===== src/rtl/bus_slot_scheduler.sv =====
`default_nettype none
// ============================================================================
// Module   : bus_slot_scheduler
// Purpose  : 16-slot TDM scheduler splitting each 1 MHz CPU cycle between
//            video fetch, one Raspberry Pi access slot and the CPU phase.
// Revision : 1.0 - initial release
// ============================================================================
module bus_slot_scheduler #(
  parameter int VIDEO_EN         = 1,
  parameter int CPU_STROBE_START = 10
) (
  input  logic       clk_i,
  input  logic       reset_i,
  input  logic       bus_rw_b_i,
  input  logic       pi_rw_b_i,
  input  logic       pi_pending_i,
  output logic       phi2_o,
  output logic       clk8_o,
  output logic [3:0] cycle_o,
  output logic       cpu_enable_o,
  output logic       cpu_read_o,
  output logic       cpu_write_o,
  output logic       video_select_o,
  output logic       video_ram_strobe_o,
  output logic       video_rom_strobe_o,
  output logic       pi_select_o,
  output logic       pi_read_o,
  output logic       pi_write_o,
  output logic       pi_done_o
);

  localparam logic [3:0] c_cpu_start = 4'(CPU_STROBE_START);
  localparam logic       c_video_en  = (VIDEO_EN != 0);

  logic [3:0] r_slot;
  logic       r_clk8, r_served, r_grant, r_pi_rw, r_rw;
  logic       r_phi2, r_cpu_en, r_cpu_rd, r_cpu_wr;
  logic       r_vsel, r_vram, r_vrom;
  logic       r_pi_sel, r_pi_rd, r_pi_wr, r_pi_done;

  logic [3:0] w_slot_nxt;
  logic       w_grant_d, w_pi_rw_d, w_rw_d, w_served_d, w_cpu_win;

  // Outputs are registered from the slot being entered, so the "_d" terms
  // forward values that are captured on this same edge.
  always_comb begin
    w_slot_nxt = r_slot + 4'd1;
    w_grant_d  = (r_slot == 4'd5) ? (pi_pending_i && !r_served) : r_grant;
    w_pi_rw_d  = (r_slot == 4'd5) ? pi_rw_b_i : r_pi_rw;
    w_rw_d     = (r_slot == 4'd8) ? bus_rw_b_i : r_rw;
    w_served_d = pi_pending_i && (r_served || ((r_slot == 4'd7) && r_grant));
    w_cpu_win  = (w_slot_nxt >= c_cpu_start) && (w_slot_nxt <= 4'd14);
  end

  always_ff @(posedge clk_i or posedge reset_i) begin
    if (reset_i) begin
      r_slot    <= 4'd0;
      r_clk8    <= 1'b0;
      r_served  <= 1'b0;
      r_grant   <= 1'b0;
      r_pi_rw   <= 1'b0;
      r_rw      <= 1'b1;
      r_phi2    <= 1'b0;
      r_cpu_en  <= 1'b0;
      r_cpu_rd  <= 1'b0;
      r_cpu_wr  <= 1'b0;
      r_vsel    <= 1'b0;
      r_vram    <= 1'b0;
      r_vrom    <= 1'b0;
      r_pi_sel  <= 1'b0;
      r_pi_rd   <= 1'b0;
      r_pi_wr   <= 1'b0;
      r_pi_done <= 1'b0;
    end else begin
      r_slot    <= w_slot_nxt;
      r_clk8    <= ~r_clk8;
      r_served  <= w_served_d;
      r_grant   <= w_grant_d;
      r_pi_rw   <= w_pi_rw_d;
      r_rw      <= w_rw_d;
      r_phi2    <= w_slot_nxt[3];
      r_cpu_en  <= w_slot_nxt[3];
      r_cpu_rd  <= w_cpu_win && w_rw_d;
      r_cpu_wr  <= w_cpu_win && !w_rw_d;
      r_vsel    <= c_video_en && (w_slot_nxt < 4'd6);
      r_vram    <= c_video_en && (w_slot_nxt == 4'd2);
      r_vrom    <= c_video_en && (w_slot_nxt == 4'd5);
      r_pi_sel  <= w_grant_d && ((w_slot_nxt == 4'd6) || (w_slot_nxt == 4'd7));
      r_pi_rd   <= w_grant_d && (w_slot_nxt == 4'd7) && w_pi_rw_d;
      r_pi_wr   <= w_grant_d && (w_slot_nxt == 4'd7) && !w_pi_rw_d;
      r_pi_done <= w_grant_d && (w_slot_nxt == 4'd8);
    end
  end

  assign cycle_o            = r_slot;
  assign clk8_o             = r_clk8;
  assign phi2_o             = r_phi2;
  assign cpu_enable_o       = r_cpu_en;
  assign cpu_read_o         = r_cpu_rd;
  assign cpu_write_o        = r_cpu_wr;
  assign video_select_o     = r_vsel;
  assign video_ram_strobe_o = r_vram;
  assign video_rom_strobe_o = r_vrom;
  assign pi_select_o        = r_pi_sel;
  assign pi_read_o          = r_pi_rd;
  assign pi_write_o         = r_pi_wr;
  assign pi_done_o          = r_pi_done;

endmodule
`default_nettype wire

===== config.mk =====
export PLATFORM = sky130hd
export DESIGN_NAME = bus_slot_scheduler
export DESIGN_NICKNAME = d
export VERILOG_FILES = /design/src/rtl/bus_slot_scheduler.sv
export SDC_FILE = /design/constraint.sdc
export NUM_CORES = 1
export LEC_CHECK = 0
export BUFFER_PORTS_ARGS = -buffer_cell sky130_fd_sc_hd__buf_4
export CAP_MARGIN = 20
export CELL_PAD_IN_SITES_DETAIL_PLACEMENT = 1
export CELL_PAD_IN_SITES_GLOBAL_PLACEMENT = 1
export CORE_MARGIN = 2
export CORE_UTILIZATION = 45
export CTS_BUF_LIST = sky130_fd_sc_hd__clkbuf_8
export DETAILED_ROUTE_END_ITERATION = 8
export PLACE_DENSITY_LB_ADDON = 0.1
export SLEW_MARGIN = 20
export SYNTH_ARGS = -nofsm -noshare
export SYNTH_HDL_FRONTEND = slang
export SYNTH_SLANG_ARGS = --single-unit
export TNS_END_PERCENT = 30

===== constraint.sdc =====
create_clock -name clk_i -period 2.2 [get_ports clk_i]
set_input_delay 0.11 -clock clk_i [delete_from_list [all_inputs] [get_ports clk_i]]
set_output_delay 0.11 -clock clk_i [all_outputs]
set_load 0.1 [all_outputs]

# ---- Yosys cells after proc, flatten, opt, wreduce, memory -nomap -nowiden
# Index checks and enable logic that the tools add are counted.
dict set report word_totals {
  word_cells 48
  inputBits 5
  register_bits 19
  out_inout_bits 16
}
dict set report classes {
  addsub 1
  reduce_logical 16
  order_cmp 3
  n_eq_ne 8
  muxes 3
  bitwise 1
}
# operator count
set ops {}
lappend ops {{== test 4 x 3 -> 1 bit, second input constant} 5}
lappend ops {{logical AND 1 bit} 11}
lappend ops {{== test 4 bit, second input constant} 2}
lappend ops {{adder 4 x 1 -> 4 bit, second input constant} 1}
lappend ops {{== test 4 x 2 -> 1 bit, second input constant} 1}
lappend ops {{greater-or-equal comparator 4 bit, second input constant} 1}
lappend ops {{<= comparator 4 bit, second input constant} 1}
lappend ops {{less-than comparator 4 x 3 -> 1 bit, second input constant} 1}
lappend ops {{zero test 1 bit} 3}
lappend ops {{two-way mux 1 bit} 3}
lappend ops {{logical OR 1 bit} 2}
lappend ops {{NOT 1 bit} 1}

# ---- Logic depth before layout (Yosys ltp)
# Gate-level depths: netlist of the first run.
dict set report logic_depth {
  word_depth 5
  ltp_mapped 6
  depth_no_buf 6
}

# ---- Worst setup path before layout of the first run
# OpenSTA, ideal clock, no wires.
dict set report synth_path {
  path_kind {register to register}
  from {reg r_slot[0], in the netlist cycle_o[0]}
  to {reg r_cpu_wr, in the netlist cpu_write_o}
  stages_incl_launch_ff 7
  setup_time_ps 96
  path_slack_ps 29
  t_arrival_ps 2075
  period_less_slack_ps 2171
  required_ps 2104
  path_buffers 0
  cell_sequence {dfrtp_1 -> inv_1 -> ha_1 -> nand3b_1 -> mux2i_1 -> inv_1 -> nor4_2}
}
dict set report synth_between {
  elab_chain_cells 4
  word_cells_on_any_way 8
  classes_between {add/sub: 1; order compare: 2; eq/ne: 1; mux: 1; reduce/logical: 3}
}
# element line
set synth_lines {}
lappend synth_lines {{start: declaration} 35} ;# logic [3:0] r_slot;
lappend synth_lines {{start signal: assignment} 75} ;# r_slot <= w_slot_nxt;
lappend synth_lines {{adder 4 x 1 -> 4 bit (*)} 47} ;# w_slot_nxt = r_slot + 4'd1;
lappend synth_lines {{net w_slot_nxt[0]} 41} ;# logic [3:0] w_slot_nxt;
lappend synth_lines {{greater-or-equal comparator 4 bit or <= comparator 4 bit (tied branches)} 52} ;# w_cpu_win = (w_slot_nxt >= c_cpu_start) && (w_slot_nxt <= 4'd14);
lappend synth_lines {{logical AND 1 bit (*)} 52}
lappend synth_lines {{logical AND 1 bit (*)} 84} ;# r_cpu_wr <= w_cpu_win && !w_rw_d;
lappend synth_lines {{end signal: assignment} 84}
lappend synth_lines {{end: declaration} 37} ;# logic r_phi2, r_cpu_en, r_cpu_rd, r_cpu_wr;
# Mark *: on every way through the listed nets, which the timed path passes. The rest lies on a longest branch.

# ---- Final worst setup path of the first run
# Ends and elaborated chain as after synthesis.

==> results.sh, run 1 <==
export IMPL_hold_path_class="in -> reg"
export IMPL_synthCells=62
export IMPL_numCtsBuffers=3
export IMPL_synthSimpleGateAreaFrac=0.1745
export IMPL_layout_min_cycle_time_ns=1.714
export IMPL_crit_required_ns=2.34
export IMPL_synth_area_mux_share=0.03894
export IMPL_wirelength_um=1798
export IMPL_avgRoutedWirePerCell_um=16.35
export IMPL_worst_slack_ns=0.4857
export IMPL_grt_pass1_wl_um=2898
export IMPL_path_max_fanout=7
export IMPL_setup_violations_final=0
export IMPL_fill_cells=180
export IMPL_rows=15
export IMPL_die_w_um=46.25
export IMPL_grt_pass1_vias=569
export IMPL_synth_seq_cells=18
export IMPL_io_buffers=20
export IMPL_grt_overflow_total=0
export IMPL_postLayoutCoreUtil=0.6059
export IMPL_clkLatencyLatePin_ns=0.25
export IMPL_finalSetupTns_ns=0
export IMPL_drt_initial_drc_count=5
export IMPL_core_mm2=0.001708
export IMPL_grt_max_degree=19
export IMPL_synth_fa_ha_area_frac=0.07788
export IMPL_synth_compound_area_share=0.04984
export IMPL_clock_path_buffers=2
export IMPL_ir_worst_vdd_mv=0.3972
export IMPL_vias=543
export IMPL_cts_tree="built"
export IMPL_powerDensity_mw_per_mm2=602.6
export IMPL_drtAntennaViolNets=0
export IMPL_end_kind="flop"
export IMPL_synth_area_um2=803.3
export IMPL_maxCapViolations=0
export IMPL_syn_area_per_cell_um2=12.96
export IMPL_hpwlAfterDp_um=1331
export IMPL_skew_ns=0.004149
export IMPL_area_growth_pct=28.82
export IMPL_cts_sinks=18
export IMPL_largest_reg_flops=3
export IMPL_max_slew_margin=0.5537
export IMPL_clock_root_buffer="clkbuf_8"
export IMPL_fmax_mhz=583.3
export IMPL_route_detailed_drc=0
export IMPL_clk_pin_slew_ns=0.07
export IMPL_antenna_found_initial=0
export IMPL_ios=21
export IMPL_finalCritPeriodShare=0.7792
export IMPL_cts_resized_gates=0
export IMPL_rsz0062_at_grt="no"
export IMPL_antenna_cells=0
export IMPL_fp_dieArea_mm2=0.002139
export IMPL_yosys_cell_types_count=25
export IMPL_grt_use_total=0.2055
export IMPL_nNetsFinal=96
export IMPL_stdcell_count=110
export IMPL_dp_slack_ns=0.5150
export IMPL_yosysSeqAreaShare=0.5623
export IMPL_slew_violations=0
export IMPL_cp_data_arrival_time_ns=1.86
export IMPL_synth_nets=72
export IMPL_worstMarginPinSlew_ns=0.6687
export IMPL_dp_cells=105
export IMPL_start_util=0.4703
export IMPL_synth_top_family_by_area="simple AND/OR/NAND/NOR gates"
export IMPL_status="finished clean"
export IMPL_hold_viol_final=0
export IMPL_h_tree_depth=1
export IMPL_gp_congestion=0.7052
export IMPL_yosys_warnings=0
export IMPL_cp_start_kind="flop"
export IMPL_vias_per_cell=4.936
export IMPL_synthXorXnorAreaFrac=0.04050
export IMPL_critical_path_class="reg -> reg"
export IMPL_die_h_um=46.25
export IMPL_power_leakage_nw=0.5619
export IMPL_drive_gt1_frac=0.4000
export IMPL_drt_pre_antenna_iters=5
## synth_stat cells (all sizes together)
library cell,instances,area share
mux2,1,0.014
nor2,1,0.0047
xor2,1,0.020
and4b,1,0.014
nor4,3,0.039
xnor2,1,0.020
inv,8,0.037
nand3b,3,0.028
a21oi,2,0.012
o21a,1,0.0093
nand2,1,0.0047
nor3,2,0.012
buf,2,0.019
and3,4,0.031
nor3b,1,0.0093
nor2b,1,0.0078
dfrtp,17,0.53
dfstp,1,0.033
o2111a,2,0.028
mux2i,2,0.025
ha,5,0.078
nand3,1,0.012
and3b,1,0.011
## critical path: stages, from the launching register on
cell      delay (ns)
dfrtp_1         0.47
inv_1           0.14
ha_1            0.24
nand3b_1        0.10
mux2i_1         0.27
inv_1           0.11
nor4_2          0.28
## power by group
part           switching (W)  internal [W]
logic              0.0000125    0.00000970
clock network       0.000106      0.000159
registers         0.00000214      0.000334
total               0.000121      0.000503
## layout by cell type (no fill, tap or decap)
| master | Yosys | layout |
|---|---|---|
| buf_4 | 2 | 20 |
| dfrtp_1 | 17 | 17 |
| inv_1 | 6 | 6 |
| ha_1 | 5 | 5 |
| and3_1 | 4 | 4 |
| clkbuf_8 | 0 | 4 |
| nand3b_1 | 3 | 3 |
| inv_2 | 2 | 2 |
| mux2i_1 | 2 | 2 |
| nor3_1 | 2 | 2 |
| nor4_2 | 2 | 2 |
| a21oi_1 | 2 | 2 |
| o2111a_1 | 2 | 2 |
| xnor2_2 | 1 | 1 |
| nand3_2 | 1 | 1 |
| xor2_2 | 1 | 1 |
| and4b_2 | 1 | 1 |
| o21a_1 | 1 | 1 |
| nor4_1 | 1 | 1 |
| nor2b_1 | 1 | 1 |
| mux2_2 | 1 | 1 |
| nor2_1 | 1 | 1 |
| nor3b_1 | 1 | 1 |
| and3b_1 | 1 | 1 |
| nand2_1 | 1 | 1 |
| dlygate4sd3_1 | 0 | 1 |
| dfstp_2 | 1 | 1 |
## kinds of logic (layout without fill, tap and decap cells)
family          after synthesis  in the layout
simple gates                 19             19
flops                        18             18
buf+inv                      10             33
fa+ha+maj                     5              5
compound gates                5              5
mux                           3              3
xor+xnor                      2              2
## worst paths after layout
kind | start | to | slack [ns] | cells after the start
max | cycle_o[0] | cpu_write_o | 0.49 | 6
min | pi_pending_i | r_served | 0.09 | 2
max reg2reg | cycle_o[0] | cpu_write_o | 0.49 | 6
min in group asynchronous | reset_i | pi_done_o | 0.52 | 3
max in group asynchronous | reset_i | video_ram_strobe_o | 1.25 | 3
min reg2reg | clk8_o | clk8_o | 0.42 | 1
## metal layers
metal,share of wire,vias up,GRT usage
li1,-,255,-
met3,0.036,2,0.03529
met2,0.50,19,0.3278
met5,0,-,0
met1,0.45,267,0.2693
met4,0.012,0,0.09714
## area by class of cell
type	count	area (um2)	area share
tap	25	31.28	0.03023
clock buffer	4	55.05	0.05320
multi-input combinational	34	306.5	0.2963
timing repair buffer	21	160.2	0.1548
inverter	8	30.03	0.02902
sequential	18	451.7	0.4365
## stage by stage
step	total power [W]	hold WS [ns]	cell area, um2
5_1_grt	0.0006421	0.1036	1035
6_report	0.0006235	0.08718	1035
4_1_cts	0.0006289	0.08803	1035
3_3_place_gp	0.0003628	0.2352	969.7
2_1_floorplan	0.0003533	0.04784	803.3
3_5_place_dp	0.0003639	0.2525	969.7
## repair_timing
| action | in CTS | in global routing |
|---|---|---|
| setup buffers | 0 | 0 |
| hold buffers | 1 | 0 |
| hold endpoints to repair | 17 | 0 |
(Power assumes the default switching activity.)
==> run 2, diff against run 1 <==
- CORE_UTILIZATION: 45 -> 38
- clock period: 2.2 -> 1.52 ns (I/O delays scaled with it)
==> run 2 against run 1 <==
Against the previous run:
- the run now ends with negative setup slack left
- via count rose by 8.5%
- sequential share of layout area fell by 5.2 points
- wire length fell by 7.8%
- total power rose by 37%
- utilization barely moved
- sequential cell count did not move
- clock power rose by 26%
- first-iteration DRC count rose by 40%
- die area rose by 17%
- setup slack got worse by 0.49 ns
- worst hold slack got worse by 0.045 ns
- critical path type unchanged
- largest power group unchanged
- highest routed layer unchanged
==> results.sh, run 2 (synthesized netlist as in run 1, its figures left out) <==
export IMPL_max_slew_margin=0.5785
export IMPL_maxCapViolations=0
export IMPL_drt_initial_drc_count=7
export IMPL_h_tree_depth=1
export IMPL_clock_root_buffer="clkbuf_8"
export IMPL_met3_usage=0.02727
export IMPL_drt_pre_antenna_iters=4
export IMPL_holdWs_ns=0.04186
export IMPL_largest_reg_flops=3
export IMPL_busiest_layer="met2"
export IMPL_pwr_share_seq=0.569
export IMPL_critical_path_class="reg -> reg"
export IMPL_fp_dieArea_mm2=0.002498
export IMPL_p_comb_frac=0.042
export IMPL_vias_per_cell=4.828
export IMPL_cp_data_arrival_time_ns=1.72
export IMPL_clk_pin_slew_ns=0.07
export IMPL_end_kind="flop"
export IMPL_postLayoutCoreUtil=0.6054
export IMPL_area_growth_pct=49.38
export IMPL_crit_chain="inv_4 -> ha_4 -> nand3b_1 -> buf_4 -> nor3b_2 -> o2111a_1"
export IMPL_clock_path_buffers=2
export IMPL_crit_required_ns=1.71
export IMPL_die_w_um=49.98
export IMPL_grt_pass1_vias=572
export IMPL_rsz0062_at_grt="yes"
export IMPL_gr_usage_met2=0.2444
export IMPL_avgRoutedWirePerCell_um=13.58
export IMPL_gp_congestion=0.7835
export IMPL_fmax_mhz=657.0
export IMPL_vias=589
export IMPL_nNetsFinal=106
export IMPL_r2r_cells=6
export IMPL_ios=21
export IMPL_drive_gt1_frac=0.5789
export IMPL_power_leakage_nw=0.6105
export IMPL_setup_violations_final=1
export IMPL_violations="negative setup slack"
export IMPL_stdcell_count=122
export IMPL_powerDensity_mw_per_mm2=713.3
export IMPL_grt_max_degree=19
export IMPL_ir_worst_vdd_mv=0.4338
export IMPL_rows=16
export IMPL_cp_start_kind="flop"
export IMPL_p_clk_frac=0.389
export IMPL_status="finished with violations"
export IMPL_worstMarginPinSlew_ns=0.6315
export IMPL_met1_usage=0.1902
export IMPL_fill_cells=202
export IMPL_numCtsBuffers=3
export IMPL_hold_path_class="in -> reg"
export IMPL_worst_slack_ns=-0.002139
export IMPL_final_common_cell="buf_4"
export IMPL_finalCritPeriodShare=1.001
export IMPL_route_detailed_drc=0
export IMPL_cp_slowest_cell="dfrtp_4"
export IMPL_cell_internal_pwr_w=0.0006809
export IMPL_io_buffers=20
export IMPL_crit_path_max_incr_delay_ns=0.51
export IMPL_die_h_um=49.98
export IMPL_grt_use_total=0.1512
export IMPL_drtAntennaViolNets=0
export IMPL_cts_sinks=18
export IMPL_p_sw_frac=0.2045
export IMPL_wirelength_um=1657
export IMPL_antenna_found_initial=0
export IMPL_hold_depth=2
export IMPL_layout_min_cycle_time_ns=1.522
export IMPL_path_max_fanout=4
export IMPL_cts_tree="built"
export IMPL_slew_violations=0
export IMPL_dp_cells=115
export IMPL_antenna_cells=0
export IMPL_power_switching_w=0.0001750
export IMPL_start_util=0.4053
export IMPL_grt_pass1_wl_um=2732
export IMPL_hpwlAfterDp_um=1223
export IMPL_skew_ns=0.008382
export IMPL_grt_overflow_total=0
export IMPL_clkLatencyLatePin_ns=0.26
export IMPL_final_cell_mix="buf_4, dfrtp_1, inv_1"
export IMPL_hold_viol_final=0
export IMPL_core_mm2=0.001982
[run 2: per-stage QoR]
stage          setup slack (ns)  setup TNS, ns   power, W  cell area, um2
2_1_floorplan          -0.09395        -0.4106  0.0005115           855.8
3_3_place_gp           -0.01703       -0.01703  0.0005270            1097
3_5_place_dp         0.00008138              0  0.0005273            1097
4_1_cts                0.001893              0  0.0008562            1162
5_1_grt                -0.08452        -0.2251  0.0008889            1200
6_report              -0.002139      -0.002139  0.0008559            1200
[run 2: critical path: cells and delay by family (launching register included)]
kind / cells / cell delay, ns
DFF: 1 / 0.51
and+or+nand+nor: 2 / 0.32
buffers and inverters: 2 / 0.28
AOI/OAI and AO/OA: 1 / 0.22
adders and majority gates: 1 / 0.14
[run 2: final cells by class]
| cell class | count | area, um2 | share of cell area |
|---|---|---|---|
| repair buffers | 31 | 247.7 | 0.2065 |
| well taps | 27 | 33.78 | 0.02815 |
| inverters | 8 | 35.03 | 0.02920 |
| clock buffers | 3 | 41.29 | 0.03441 |
| multi-input cells | 34 | 376.6 | 0.3139 |
| flip-flops and latches | 18 | 461.7 | 0.3848 |
| clock inverters | 1 | 3.754 | 0.003128 |
[run 2: layer usage]
metal	vias up	part of all wire
met3	4	0.042
li1	275	-
met2	17	0.48
met5	-	0
met4	0	0.025
met1	293	0.45
[run 2: final timing paths]
check | from | endpoint | slack [ns]
min in group asynchronous | reset_i | r_served | 0.48
max in group asynchronous | reset_i | cycle_o[0] | 0.56
max reg2reg | cycle_o[1] | pi_write_o | -0.002
min reg2reg | clk8_o | clk8_o | 0.42
min | pi_pending_i | r_served | 0.04
max | cycle_o[1] | pi_write_o | -0.002
[run 2: what timing repair did]
| item | 4_1_cts | 5_1_grt |
|---|---|---|
| setup endpoints to repair | 3 | 6 |
| hold buffers | 1 | 0 |
| setup buffers | 0 | 2 |
| endpoints found under the hold margin | 17 | 0 |
| gates cloned | 0 | 0 |
| gates resized for setup | 2 | 3 |
| pin swaps | 0 | 2 |
[run 2: power by group through the flow]
stage	registers [W]	logic, W	clock network [W]
global route	0.000487	0.0000411	0.000361
global placement	0.000495	0.0000315	0
CTS	0.000487	0.0000341	0.000335
finish	0.000487	0.0000361	0.000333
floorplan	0.000495	0.0000169	0
detailed placement	0.000496	0.0000317	0
